[config.mk]
export PLATFORM = sky130hd
export DESIGN_NAME = axil_gpio_slave
export DESIGN_NICKNAME = d
export VERILOG_FILES = /design/src/rtl/axil_gpio_slave.sv
export SDC_FILE = /design/constraint.sdc
export NUM_CORES = 1
export LEC_CHECK = 0
export CAP_MARGIN = 40
export CORE_MARGIN = 2
export CORE_UTILIZATION = 60
export DETAILED_ROUTE_END_ITERATION = 12
export DONT_BUFFER_PORTS = 1
export PLACE_DENSITY = 0.76
export SYNTH_ARGS = -nofsm -noshare
export SYNTH_HDL_FRONTEND = slang
export SYNTH_SLANG_ARGS = --single-unit
[constraint.sdc]
create_clock -name ACLK -period 3.7 [get_ports ACLK]
set_input_delay 0.185 -clock ACLK [delete_from_list [all_inputs] [get_ports ACLK]]
set_output_delay 0.185 -clock ACLK [all_outputs]
set_load 0.01 [all_outputs]
[src/rtl/axil_gpio_slave.sv]
// AXI4-Lite GPIO responder: DATA_OUT / TOGGLE / DATA_IN registers plus a gpi_i synchronizer.
// Define GPIO_IRQ_EN to add rising-edge IRQ_STATUS / IRQ_ENABLE registers and the irq output.
module axil_gpio_slave #(
    parameter int          ADDR_WIDTH  = 32,
    parameter int          GPIO_WIDTH  = 32,
    parameter logic [31:0] OUT_RESET   = 32'h0,
    parameter int          SYNC_STAGES = 2
) (
    input  logic                  ACLK,
    input  logic                  ARESET,
    input  logic [ADDR_WIDTH-1:0] s_axi_awaddr,
    input  logic                  s_axi_awvalid,
    output logic                  s_axi_awready,
    input  logic [31:0]           s_axi_wdata,
    input  logic [3:0]            s_axi_wstrb,
    input  logic                  s_axi_wvalid,
    output logic                  s_axi_wready,
    output logic [1:0]            s_axi_bresp,
    output logic                  s_axi_bvalid,
    input  logic                  s_axi_bready,
    input  logic [ADDR_WIDTH-1:0] s_axi_araddr,
    input  logic                  s_axi_arvalid,
    output logic                  s_axi_arready,
    output logic [31:0]           s_axi_rdata,
    output logic [1:0]            s_axi_rresp,
    output logic                  s_axi_rvalid,
    input  logic                  s_axi_rready,
    output logic [GPIO_WIDTH-1:0] gpio_o,
    input  logic [GPIO_WIDTH-1:0] gpi_i,
    output logic                  irq
);
    localparam logic [2:0] IDX_DATA_OUT   = 3'd0;
    localparam logic [2:0] IDX_TOGGLE     = 3'd1;
    localparam logic [2:0] IDX_DATA_IN    = 3'd2;
    localparam logic [2:0] IDX_IRQ_STATUS = 3'd3;
    localparam logic [2:0] IDX_IRQ_ENABLE = 3'd4;
    localparam logic [1:0] RESP_OKAY      = 2'b00;
    localparam logic [1:0] RESP_SLVERR    = 2'b10;

    // Handshakes: a transfer happens on a rising edge where valid and ready are both 1;
    // ready outputs are registered, so a master can sample them half a cycle ahead.
    logic                                  r_aw_held;
    logic                                  r_w_held;
    logic [2:0]                            r_aw_idx;
    logic [31:0]                           r_wdata;
    logic [3:0]                            r_wstrb;
    logic                                  r_awready;
    logic                                  r_wready;
    logic                                  r_bvalid;
    logic [1:0]                            r_bresp;
    logic                                  r_arready;
    logic                                  r_rvalid;
    logic [31:0]                           r_rdata;
    logic [1:0]                            r_rresp;
    logic [GPIO_WIDTH-1:0]                 r_data_out;
    logic [SYNC_STAGES-1:0][GPIO_WIDTH-1:0] r_sync;

    logic                  w_aw_hs;
    logic                  w_w_hs;
    logic                  w_ar_hs;
    logic                  w_commit;
    logic                  w_aw_held_nx;
    logic                  w_w_held_nx;
    logic                  w_bvalid_nx;
    logic                  w_rvalid_nx;
    logic [31:0]           w_mask;
    logic [GPIO_WIDTH-1:0] w_mask_g;
    logic [GPIO_WIDTH-1:0] w_wbits_g;
    logic [GPIO_WIDTH-1:0] w_sync_out;
    logic [GPIO_WIDTH-1:0] w_irq_status;
    logic [GPIO_WIDTH-1:0] w_irq_enable;
    logic [31:0]           w_rd_data;
    logic [1:0]            w_rd_resp;
    logic                  w_unused;

    assign w_aw_hs      = s_axi_awvalid & r_awready;
    assign w_w_hs       = s_axi_wvalid & r_wready;
    assign w_ar_hs      = s_axi_arvalid & r_arready;
    assign w_commit     = r_aw_held & r_w_held;
    assign w_aw_held_nx = r_aw_held ? ~w_commit : w_aw_hs;
    assign w_w_held_nx  = r_w_held ? ~w_commit : w_w_hs;
    assign w_bvalid_nx  = r_bvalid ? ~s_axi_bready : w_commit;
    assign w_rvalid_nx  = r_rvalid ? ~s_axi_rready : w_ar_hs;
    assign w_mask       = {{8{r_wstrb[3]}}, {8{r_wstrb[2]}}, {8{r_wstrb[1]}}, {8{r_wstrb[0]}}};
    assign w_mask_g     = GPIO_WIDTH'(w_mask);
    assign w_wbits_g    = GPIO_WIDTH'(r_wdata & w_mask);
    assign w_sync_out   = r_sync[SYNC_STAGES-1];
    // Only addr[4:2] is decoded; the rest of both address buses is intentionally ignored.
    assign w_unused     = ^{s_axi_awaddr, s_axi_araddr};

    always_ff @(posedge ACLK) begin
        if (ARESET) begin
            r_aw_held  <= 1'b0;
            r_w_held   <= 1'b0;
            r_aw_idx   <= 3'd0;
            r_wdata    <= 32'h0;
            r_wstrb    <= 4'h0;
            r_awready  <= 1'b0;
            r_wready   <= 1'b0;
            r_bvalid   <= 1'b0;
            r_bresp    <= RESP_OKAY;
            r_arready  <= 1'b0;
            r_rvalid   <= 1'b0;
            r_rdata    <= 32'h0;
            r_rresp    <= RESP_OKAY;
            r_data_out <= GPIO_WIDTH'(OUT_RESET);
            r_sync     <= '0;
        end else begin
            r_aw_held <= w_aw_held_nx;
            r_w_held  <= w_w_held_nx;
            r_bvalid  <= w_bvalid_nx;
            r_awready <= ~w_aw_held_nx & ~w_bvalid_nx;
            r_wready  <= ~w_w_held_nx & ~w_bvalid_nx;
            if (w_aw_hs) begin
                r_aw_idx <= s_axi_awaddr[4:2];
            end
            if (w_w_hs) begin
                r_wdata <= s_axi_wdata;
                r_wstrb <= s_axi_wstrb;
            end
            if (w_commit) begin
                r_bresp <= (r_aw_idx > IDX_IRQ_ENABLE) ? RESP_SLVERR : RESP_OKAY;
                case (r_aw_idx)
                    IDX_DATA_OUT: r_data_out <= (r_data_out & ~w_mask_g) | w_wbits_g;
                    IDX_TOGGLE:   r_data_out <= r_data_out ^ w_wbits_g;
                    default:      ;
                endcase
            end
            r_rvalid  <= w_rvalid_nx;
            r_arready <= ~w_rvalid_nx;
            if (w_ar_hs) begin
                r_rdata <= w_rd_data;
                r_rresp <= w_rd_resp;
            end
            r_sync[0] <= gpi_i;
            for (int i = 1; i < SYNC_STAGES; i++) begin
                r_sync[i] <= r_sync[i-1];
            end
        end
    end

`ifdef GPIO_IRQ_EN
    logic [GPIO_WIDTH-1:0] r_gpi_prev;
    logic [GPIO_WIDTH-1:0] r_irq_status;
    logic [GPIO_WIDTH-1:0] r_irq_enable;
    logic                  r_irq;
    logic [GPIO_WIDTH-1:0] w_rise;
    logic [GPIO_WIDTH-1:0] w_clr;

    assign w_rise = w_sync_out & ~r_gpi_prev;
    assign w_clr  = (w_commit && r_aw_idx == IDX_IRQ_STATUS) ? w_wbits_g : '0;

    // A new edge is OR-ed in after the W1C clear so it is never lost to a same-cycle clear.
    always_ff @(posedge ACLK) begin
        if (ARESET) begin
            r_gpi_prev   <= '0;
            r_irq_status <= '0;
            r_irq_enable <= '0;
            r_irq        <= 1'b0;
        end else begin
            r_gpi_prev   <= w_sync_out;
            r_irq_status <= (r_irq_status & ~w_clr) | w_rise;
            if (w_commit && r_aw_idx == IDX_IRQ_ENABLE) begin
                r_irq_enable <= (r_irq_enable & ~w_mask_g) | w_wbits_g;
            end
            r_irq <= |(r_irq_status & r_irq_enable);
        end
    end

    assign w_irq_status = r_irq_status;
    assign w_irq_enable = r_irq_enable;
    assign irq          = r_irq;
`else
    assign w_irq_status = '0;
    assign w_irq_enable = '0;
    assign irq          = 1'b0;
`endif

    always_comb begin
        w_rd_data = 32'h0;
        w_rd_resp = RESP_OKAY;
        case (s_axi_araddr[4:2])
            IDX_DATA_OUT:   w_rd_data = 32'(r_data_out);
            IDX_DATA_IN:    w_rd_data = 32'(w_sync_out);
            IDX_IRQ_STATUS: w_rd_data = 32'(w_irq_status);
            IDX_IRQ_ENABLE: w_rd_data = 32'(w_irq_enable);
            3'd5, 3'd6, 3'd7: w_rd_resp = RESP_SLVERR;
            default:        w_rd_data = 32'h0;
        endcase
    end

    assign s_axi_awready = r_awready;
    assign s_axi_wready  = r_wready;
    assign s_axi_bvalid  = r_bvalid;
    assign s_axi_bresp   = r_bresp;
    assign s_axi_arready = r_arready;
    assign s_axi_rvalid  = r_rvalid;
    assign s_axi_rdata   = r_rdata;
    assign s_axi_rresp   = r_rresp;
    assign gpio_o        = r_data_out;

endmodule

==> results of run 1 <==
## repair_timing
action,in CTS,in global routing
endpoints found under the hold margin,176,0
endpoints found under the setup margin,0,0
hold buffers,88,0
setup buffers,0,0
## area by class of cell
type	count	area, sq um	area share
clock buffers	24	480.5	0.05943
clock inverters	8	151.4	0.01873
inverters	4	15.01	0.001857
multi-input cells	469	2749	0.3400
flip-flops and latches	176	3525	0.4360
well taps	140	175.2	0.02167
repair buffers	95	988.4	0.1223
## through the flow
step                      cells  setup WS [ns]  power, uW
after floorplan             708          2.488       2178
after global placement      794          1.685       2170
final                       916          1.622       4159
after detailed placement    796          1.898       2185
after CTS                   916          1.785       4165
after global routing        916          1.579       4286
## routing by layer
layer  wire length, microns  up-vias  global-route usage
met5                      0        -                   0
met4                    288        0              0.1154
met3                   1187       30             0.09325
met2                   8847      246              0.5094
met1                   6738     2625              0.3266
li1                       -     2530                   -
## worst paths after layout
kind | depth (start not counted) | to | from
worst max register to register | 5 | s_axi_wready | r_w_held
worst max-delay path | 5 | s_axi_wready | r_w_held
worst min-delay path | 3 | s_axi_rdata[23] | s_axi_araddr[3]
worst min register to register | 1 | w_sync_out[8] | r_sync[8]
## critical path, cell delays in order, from the launching register on
cell           delay, ns
dfxtp_1             0.39
a21oi_1             0.21
nand2_1             0.09
dlygate4sd3_1       0.58
a21oi_1             0.16
dlygate4sd3_1       0.58
## cell families after synthesis
family | share of synthesized area
simple gates | 0.2192
flops | 0.5364
compound gates | 0.1381
buf+inv | 0.04933
mux | 0.05638
other cells | 0.0005709
## cells in the final DEF, fill, tap and decap left out, types with 5 or more instances in the layout
| master | Yosys | routed |
|---|---|---|
| mux2_1 | 17 | 17 |
| clkbuf_8 | 0 | 5 |
| buf_4 | 4 | 5 |
| nand2_1 | 114 | 114 |
| o31ai_1 | 32 | 32 |
| nand4_1 | 32 | 32 |
| nor2b_1 | 97 | 97 |
| mux2_2 | 15 | 15 |
| a21oi_1 | 76 | 76 |
| clkbuf_16 | 0 | 16 |
| a22oi_1 | 32 | 32 |
| dfxtp_1 | 176 | 175 |
| nor2_1 | 34 | 34 |
| dlygate4sd3_1 | 0 | 86 |
## power groups by stage
stage	Combinational, uW	Sequential (uW)	Clock [uW]
after detailed placement	144	2040	0
final	268	2000	1890
after global placement	130	2040	0
after global routing	291	2010	1990
after floorplan	157	2020	0
after CTS	261	2000	1910
==> summary.txt, run 1 <==
Clock Sinks = 176
global route total overflow = 0
share of cells above drive strength 1 = 0.07216
cell taking the most area after synthesis = dfxtp_1
drt drc = 0
number of global-route vias before repair = 5,463
Boundary Pins = 213
row cnt = 38
DR iter-0 viols = 429
Worst Tran Pin Value = 0.8179 ns
final setup TNS = 0 ns
peak supply drop = 0.0003740 V
wire per inst = 18.63 microns
Final Instance Area = 8084 sq um
maxcap violations = 0
EDFF count, synth = 0
antenna violation net count after detailed routing = 0
DP Wirelength = 9.330 mm
Area Overhead vs Synth = 23.07%
most frequent cell after synthesis = dfxtp_1
Worst slew margin = 0.4534
P_sw = 900.9 uW
PwrDens = 514.5 nW/um^2
fraction of registers with async set/reset = 0
FMAX = 481.2 MHz
fin util = 0.7523
Mapped Area = 6569 sq um
largest net degree at the start of global routing = 177
CTS H-tree lvls = 4
die width = 108.6 microns
share of total power in sequential cells = 0.481
Worst EP required = 4.18 ns
fin crit share = 0.5617
Critical Path AT = 2.56 ns
initial antenna violation count = 0
RSZ-0062 raised after global routing = no
vias post-DR = 5,431
Mapped Cells = 706
clock power share = 0.454
syn avg cell area = 9.304 sq um
GRT Total Usage = 0.2904
Max clock buf depth = 2
filler cell count = 703
Fin. Hold Viols = 0
final wirelength = 17.06 mm
first-pass GRT wire length = 26.58 mm
Max Transition Viols Final = 0
final setup vio count = 0
hold_ws = 0.006045 ns
Crit Path Category = register to register
Commonest cells post-synth = 176 x dfxtp_1, 114 x nand2_1, 97 x nor2b_1, 76 x a21oi_1, 34 x nor2_1
Seq/Total Area, Yosys = 0.5364
Tmin final = 2.078 ns
placed cell area = 6544 sq um
leakage dissipation = 0.002947 uW
Port Buffers = 0
die area = 11,800 sq um
via density per instance = 5.929
Initial Util = 0.6113
crit-path max FO = 8
Reg clk slew, reported paths = 0.06 ns
core area = 10,750 sq um
Num CTS Buffers = 17
CTS tree = built
Root Driver = clkbuf_8
synth warn = 0
status = finished, final reports clean
drt pass-1 iters = 5
post-synthesis register bit count = 176
internal cell power = 3258 uW
Clock Skew = 0.01422 ns
worst skew pair latency = 0.54 ns
Startpoint Class = register
DIE HEIGHT = 108.6 microns
antenna diode count = 0
worst reg2reg setup slack = 1.62 ns
ranking of synthesized cells by area = dfxtp_1 54%, nor2b_1 9.2%, nand2_1 6.5%
Nets = 902
Top FF cell, synth = dfxtp_1
Cell variety after synth = 30
sw frac = 0.2166
post_cts resized = 0
Yosys top cell area share = 0.5364
crit end category = register
Hold Path Class = input pin to register
Comb power frac = 0.064
Final GP Congestion = 0.7396
(Power assumes the default switching activity.)
==> inputs of run 2 (changes only) <==
- clock period: 3.7 -> 2 ns (I/O delays scaled with it)
==> run 2 against run 1 <==
Against the previous run:
- sequential share of layout area is 1.8 points lower
- die area stayed put
- worst hold slack better by 0.012 ns
- critical path type unchanged
==> summary.txt, run 2 (synthesis gave the netlist of run 1 again) <==
peak supply drop = 0.0007858 V
leakage dissipation = 0.003278 uW
maxcap violations = 0
worst r2r path cells = 5
Max Transition Viols Final = 0
Comb power frac = 0.067
Worst EP required = 2.47 ns
Clock Sinks = 176
Clock Skew = 0.005886 ns
fin util = 0.7862
drt drc = 0
Worst Setup SP = r_w_held
wire per inst = 18.60 microns
sw frac = 0.2159
Port Buffers = 0
filler cell count = 656
most frequent cells in the layout = 172 x dfxtp_1, 122 x dlygate4sd3_1, 114 x nand2_1
min-delay src = s_axi_araddr[2]
Crit Path Category = register to register
DP Wirelength = 9.117 mm
global route total overflow = 0
antenna violation net count after detailed routing = 0
antenna diode count = 0
clock power share = 0.437
die width = 108.6 microns
crit-path max FO = 32
worst reg2reg setup slack = 0.04 ns
Final GP Congestion = 0.7535
Critical Path AT = 2.43 ns
Hold Path Class = input pin to register
Area Overhead vs Synth = 28.61%
commonest non-fill, non-tap cell in the layout = dfxtp_1
core area = 10,750 sq um
via density per instance = 5.819
worst skew pair latency = 0.53 ns
Max clock buf depth = 2
Worst Hold Path EP = s_axi_rdata[9]
row cnt = 38
Root Driver = clkbuf_8
Fin. Hold Viols = 0
share of cells above drive strength 1 = 0.08088
FMAX = 509.2 MHz
PwrDens = 881.7 nW/um^2
CTS H-tree lvls = 4
first-pass GRT wire length = 27.42 mm
P_sw = 1608 uW
Startpoint Class = register
internal cell power = 5840 uW
DR iter-0 viols = 587
Nets = 943
vias post-DR = 5,563
final setup TNS = 0 ns
DIE HEIGHT = 108.6 microns
final wirelength = 17.78 mm
GRT Total Usage = 0.3023
Tmin final = 1.964 ns
fin crit share = 0.9819
Boundary Pins = 213
crit end category = register
share of total power in sequential cells = 0.495
largest net degree at the start of global routing = 108
Num CTS Buffers = 17
die area = 11,800 sq um
number of global-route vias before repair = 5,703
drt pass-1 iters = 5
Reg clk slew, reported paths = 0.06 ns
final setup vio count = 0
Initial Util = 0.6113
Min-Delay Path Depth = 4
CTS tree = built
worst r2r src = r_w_held
initial antenna violation count = 0
status = finished, final reports clean
==> run 2: metal layers <==
layer / share of wire / vias up / global-route usage
li1: - / 2603 / -
met1: 0.39 / 2692 / 0.3303
met2: 0.52 / 233 / 0.5478
met3: 0.071 / 35 / 0.09564
met4: 0.017 / 0 / 0.1099
met5: 0 / - / 0
==> run 2: power groups by stage <==
stage               Sequential [uW]  Combinational [uW]  Clock [uW]
floorplan                      3740                 291           0
finish                         3690                 500        3260
CTS                            3680                 480        3280
detailed placement             3760                 283           0
global route                   3700                 543        3440
global placement               3750                 270           0
==> run 2: metrics by stage <==
step	hold slack, ns	cell area, sq um	worst slack, ns	power [uW]	instances
2_1_floorplan	0.2282	6576	0.7881	4030	708
4_1_cts	0.03094	8406	0.02214	7445	956
5_1_grt	0.01925	8448	-0.04592	7685	956
6_report	0.01841	8448	0.03621	7449	956
3_3_place_gp	0.1825	6554	0.6064	4024	801
3_5_place_dp	0.1824	6554	0.5375	4043	801
==> run 2: cell type report <==
type / count / area (sq um) / area share
repair buffers: 136 / 1383 / 0.1637
flip-flops and latches: 176 / 3528 / 0.4177
clock inverters: 5 / 75.07 / 0.008886
well taps: 140 / 175.2 / 0.02073
inverters: 4 / 15.01 / 0.001777
multi-input cells: 469 / 2764 / 0.3272
clock buffers: 26 / 508.0 / 0.06013
==> run 2: what timing repair did <==
item | 4_1_cts | 5_1_grt
endpoints found under the hold margin | 176 | 0
endpoints found under the setup margin | 0 | 26
buffers inserted | 0 | 0
hold buffers | 124 | 0
gates resized for setup | 0 | 13
==> run 2: critical path, cell delays in order (launching register included) <==
cell           delay [ns]
dfxtp_2              0.42
and4bb_1             0.25
buf_6                0.28
nand4_1              0.14
a21oi_1              0.19
dlygate4sd3_1        0.60
==> run 2: worst max-delay path by stage <==
stage                                  to  slack (ns)  depth (start not counted)
after floorplan                  register        0.79                          5
after global placement           register        0.61                          4
after detailed placement         register        0.54                          4
after CTS                 s_axi_rdata[17]        0.02                          5
after global routing             register       -0.05                          5
final                            register        0.04                          5
==> inputs of run 3 (changes only) <==
- CELL_PAD_IN_SITES_DETAIL_PLACEMENT: default -> 0
- CELL_PAD_IN_SITES_GLOBAL_PLACEMENT: default -> 2
- CORE_UTILIZATION: 60 -> 36
- PLACE_DENSITY: 0.76 -> default
- PLACE_DENSITY_LB_ADDON: default -> 0.1
- clock period: 2 -> 2.2 ns (I/O delays scaled with it)
==> run 3 against run 2 <==
Against the previous run:
- clock power shrank 4%
- sequential share of layout area is 0.49 points lower
- critical path depth unchanged
- utilization down 31 points
- register-to-register slack gained 0.07 ns
- critical path type unchanged
==> summary.txt, run 3 (synthesis gave the netlist of run 1 again) <==
Max clock buf depth = 2
drt pass-1 iters = 7
Tmin final = 2.094 ns
crit end category = register
RSZ-0062 raised after global routing = no
Hold Path Class = input pin to register
share of cells above drive strength 1 = 0.07749
PwrDens = 811.1 nW/um^2
hold_ws = 0.006819 ns
Buf/Inv on CP = 2
post-CTS setup buffers = 0
die width = 139.1 microns
FMAX = 477.6 MHz
final wirelength = 18.43 mm
Critical Path AT = 2.45 ns
Max Transition Viols Final = 0
fin crit share = 0.9518
Clock Sinks = 176
critical path's slowest cell = dlygate4sd3_1
Area Overhead vs Synth = 30.00%
CTS H-tree lvls = 4
leakage dissipation = 0.003255 uW
first-pass GRT wire length = 29.87 mm
multi-input combinational cell area = 2750 sq um
crit-path max FO = 32
row cnt = 49
Nets = 940
final setup TNS = 0 ns
Worst Tran Pin Value = 0.6244 ns
Crit path largest cell delay = 0.58 ns
number of cells on the critical path = 5
Num CTS Buffers = 17
worst skew pair latency = 0.42 ns
Port Buffers = 0
Min-Delay Path Depth = 3
most frequent cells in the layout = 175 x dfxtp_1, 120 x dlygate4sd3_1, 114 x nand2_1
Fin. Hold Viols = 0
via density per instance = 5.181
filler cell count = 1,666
wire per inst = 17.69 microns
Boundary Pins = 213
post_cts resized = 0
cells along the critical path = and4bb_1 -> buf_4 -> nand4_1 -> a21oi_1 -> dlygate4sd3_1
Worst slew margin = 0.5837
Root Driver = clkbuf_16
status = finished, final reports clean
initial antenna violation count = 0
die area = 19,340 sq um
fin util = 0.4754
final setup vio count = 0
maxcap violations = 0
commonest non-fill, non-tap cell in the layout = dfxtp_1
top cell family by delay on the critical path = buffers and inverters
Reg clk slew, reported paths = 0.07 ns
vias post-DR = 5,399
antenna violation net count after detailed routing = 0
DP Wirelength = 10.57 mm
DIE HEIGHT = 139.1 microns
global route total overflow = 0
Crit Path Category = register to register
Power, Total = 6926 uW
largest net degree at the start of global routing = 112
peak supply drop = 0.0006585 V
drt drc = 0
worst r2r path cells = 5
Worst EP required = 2.56 ns
DR iter-0 viols = 280
Startpoint Class = register
Seq. cell area = 3525 sq um
number of global-route vias before repair = 5,506
CTS tree = built
Clock Skew = 0.009003 ns
Initial Util = 0.3657
antenna diode count = 0
GRT Total Usage = 0.1924
Final GP Congestion = 0.7135
core area = 17,960 sq um
[run 3: changes by cell type in the layout (fill, tap and decap cells not counted), sizes merged]
cell	delta
dlygate4sd3	-2
clkinv	+2
buf	-1
bufinv	+1
inv	+4
clkbuf	-7
[run 3: final cells by class]
class / count / share of cell area
Timing Repair Buffer: 133 / 0.1588
Clock buffer: 19 / 0.05304
Sequential cell: 176 / 0.4127
Inverter: 4 / 0.001758
Clock inverter: 12 / 0.01802
Tap cell: 229 / 0.03355
Multi-Input combinational cell: 469 / 0.3221
[run 3: metrics by stage]
step,cells,instance area (sq um),worst slack [ns]
floorplan,708,6576,0.9881
global placement,889,6684,0.7486
detailed placement,889,6684,0.7038
CTS,1042,8539,0.1731
global route,1042,8539,0.03779
finish,1042,8539,0.1060
[run 3: worst min-delay path: stages]
cell,delay (ns)
mux2_2,0.13
a22oi_1,0.05
nor2_1,0.09
[run 3: layer usage]
metal	part of all wire	vias to the layer above	track usage
met1	0.45	2651	0.2379
met2	0.48	128	0.3243
li1	-	2602	-
met5	0	-	0
met3	0.056	18	0.05801
met4	0.012	0	0.05742
[run 3: timing repair]
item	4_1_cts	5_1_grt
endpoints found under the setup margin	0	0
hold buffers	122	0
hold endpoints to repair	176	0
[run 3: path summary, 6_finish.rpt]
kind,endpoint,slack (ns),from
worst min register to register,w_sync_out[5],0.44,r_sync[5]
worst max-delay path,register,0.11,r_w_held
worst max register to register,register,0.11,r_w_held
worst min-delay path,s_axi_rdata[21],0.007,s_axi_araddr[3]
[run 3: where the power goes]
group	total [uW]	leakage (uW)	switching, uW	internal, uW
Combinational	443	0.00151	214	229
Sequential	3360	0.00144	72.9	3290
Clock	3120	0.000304	1270	1850
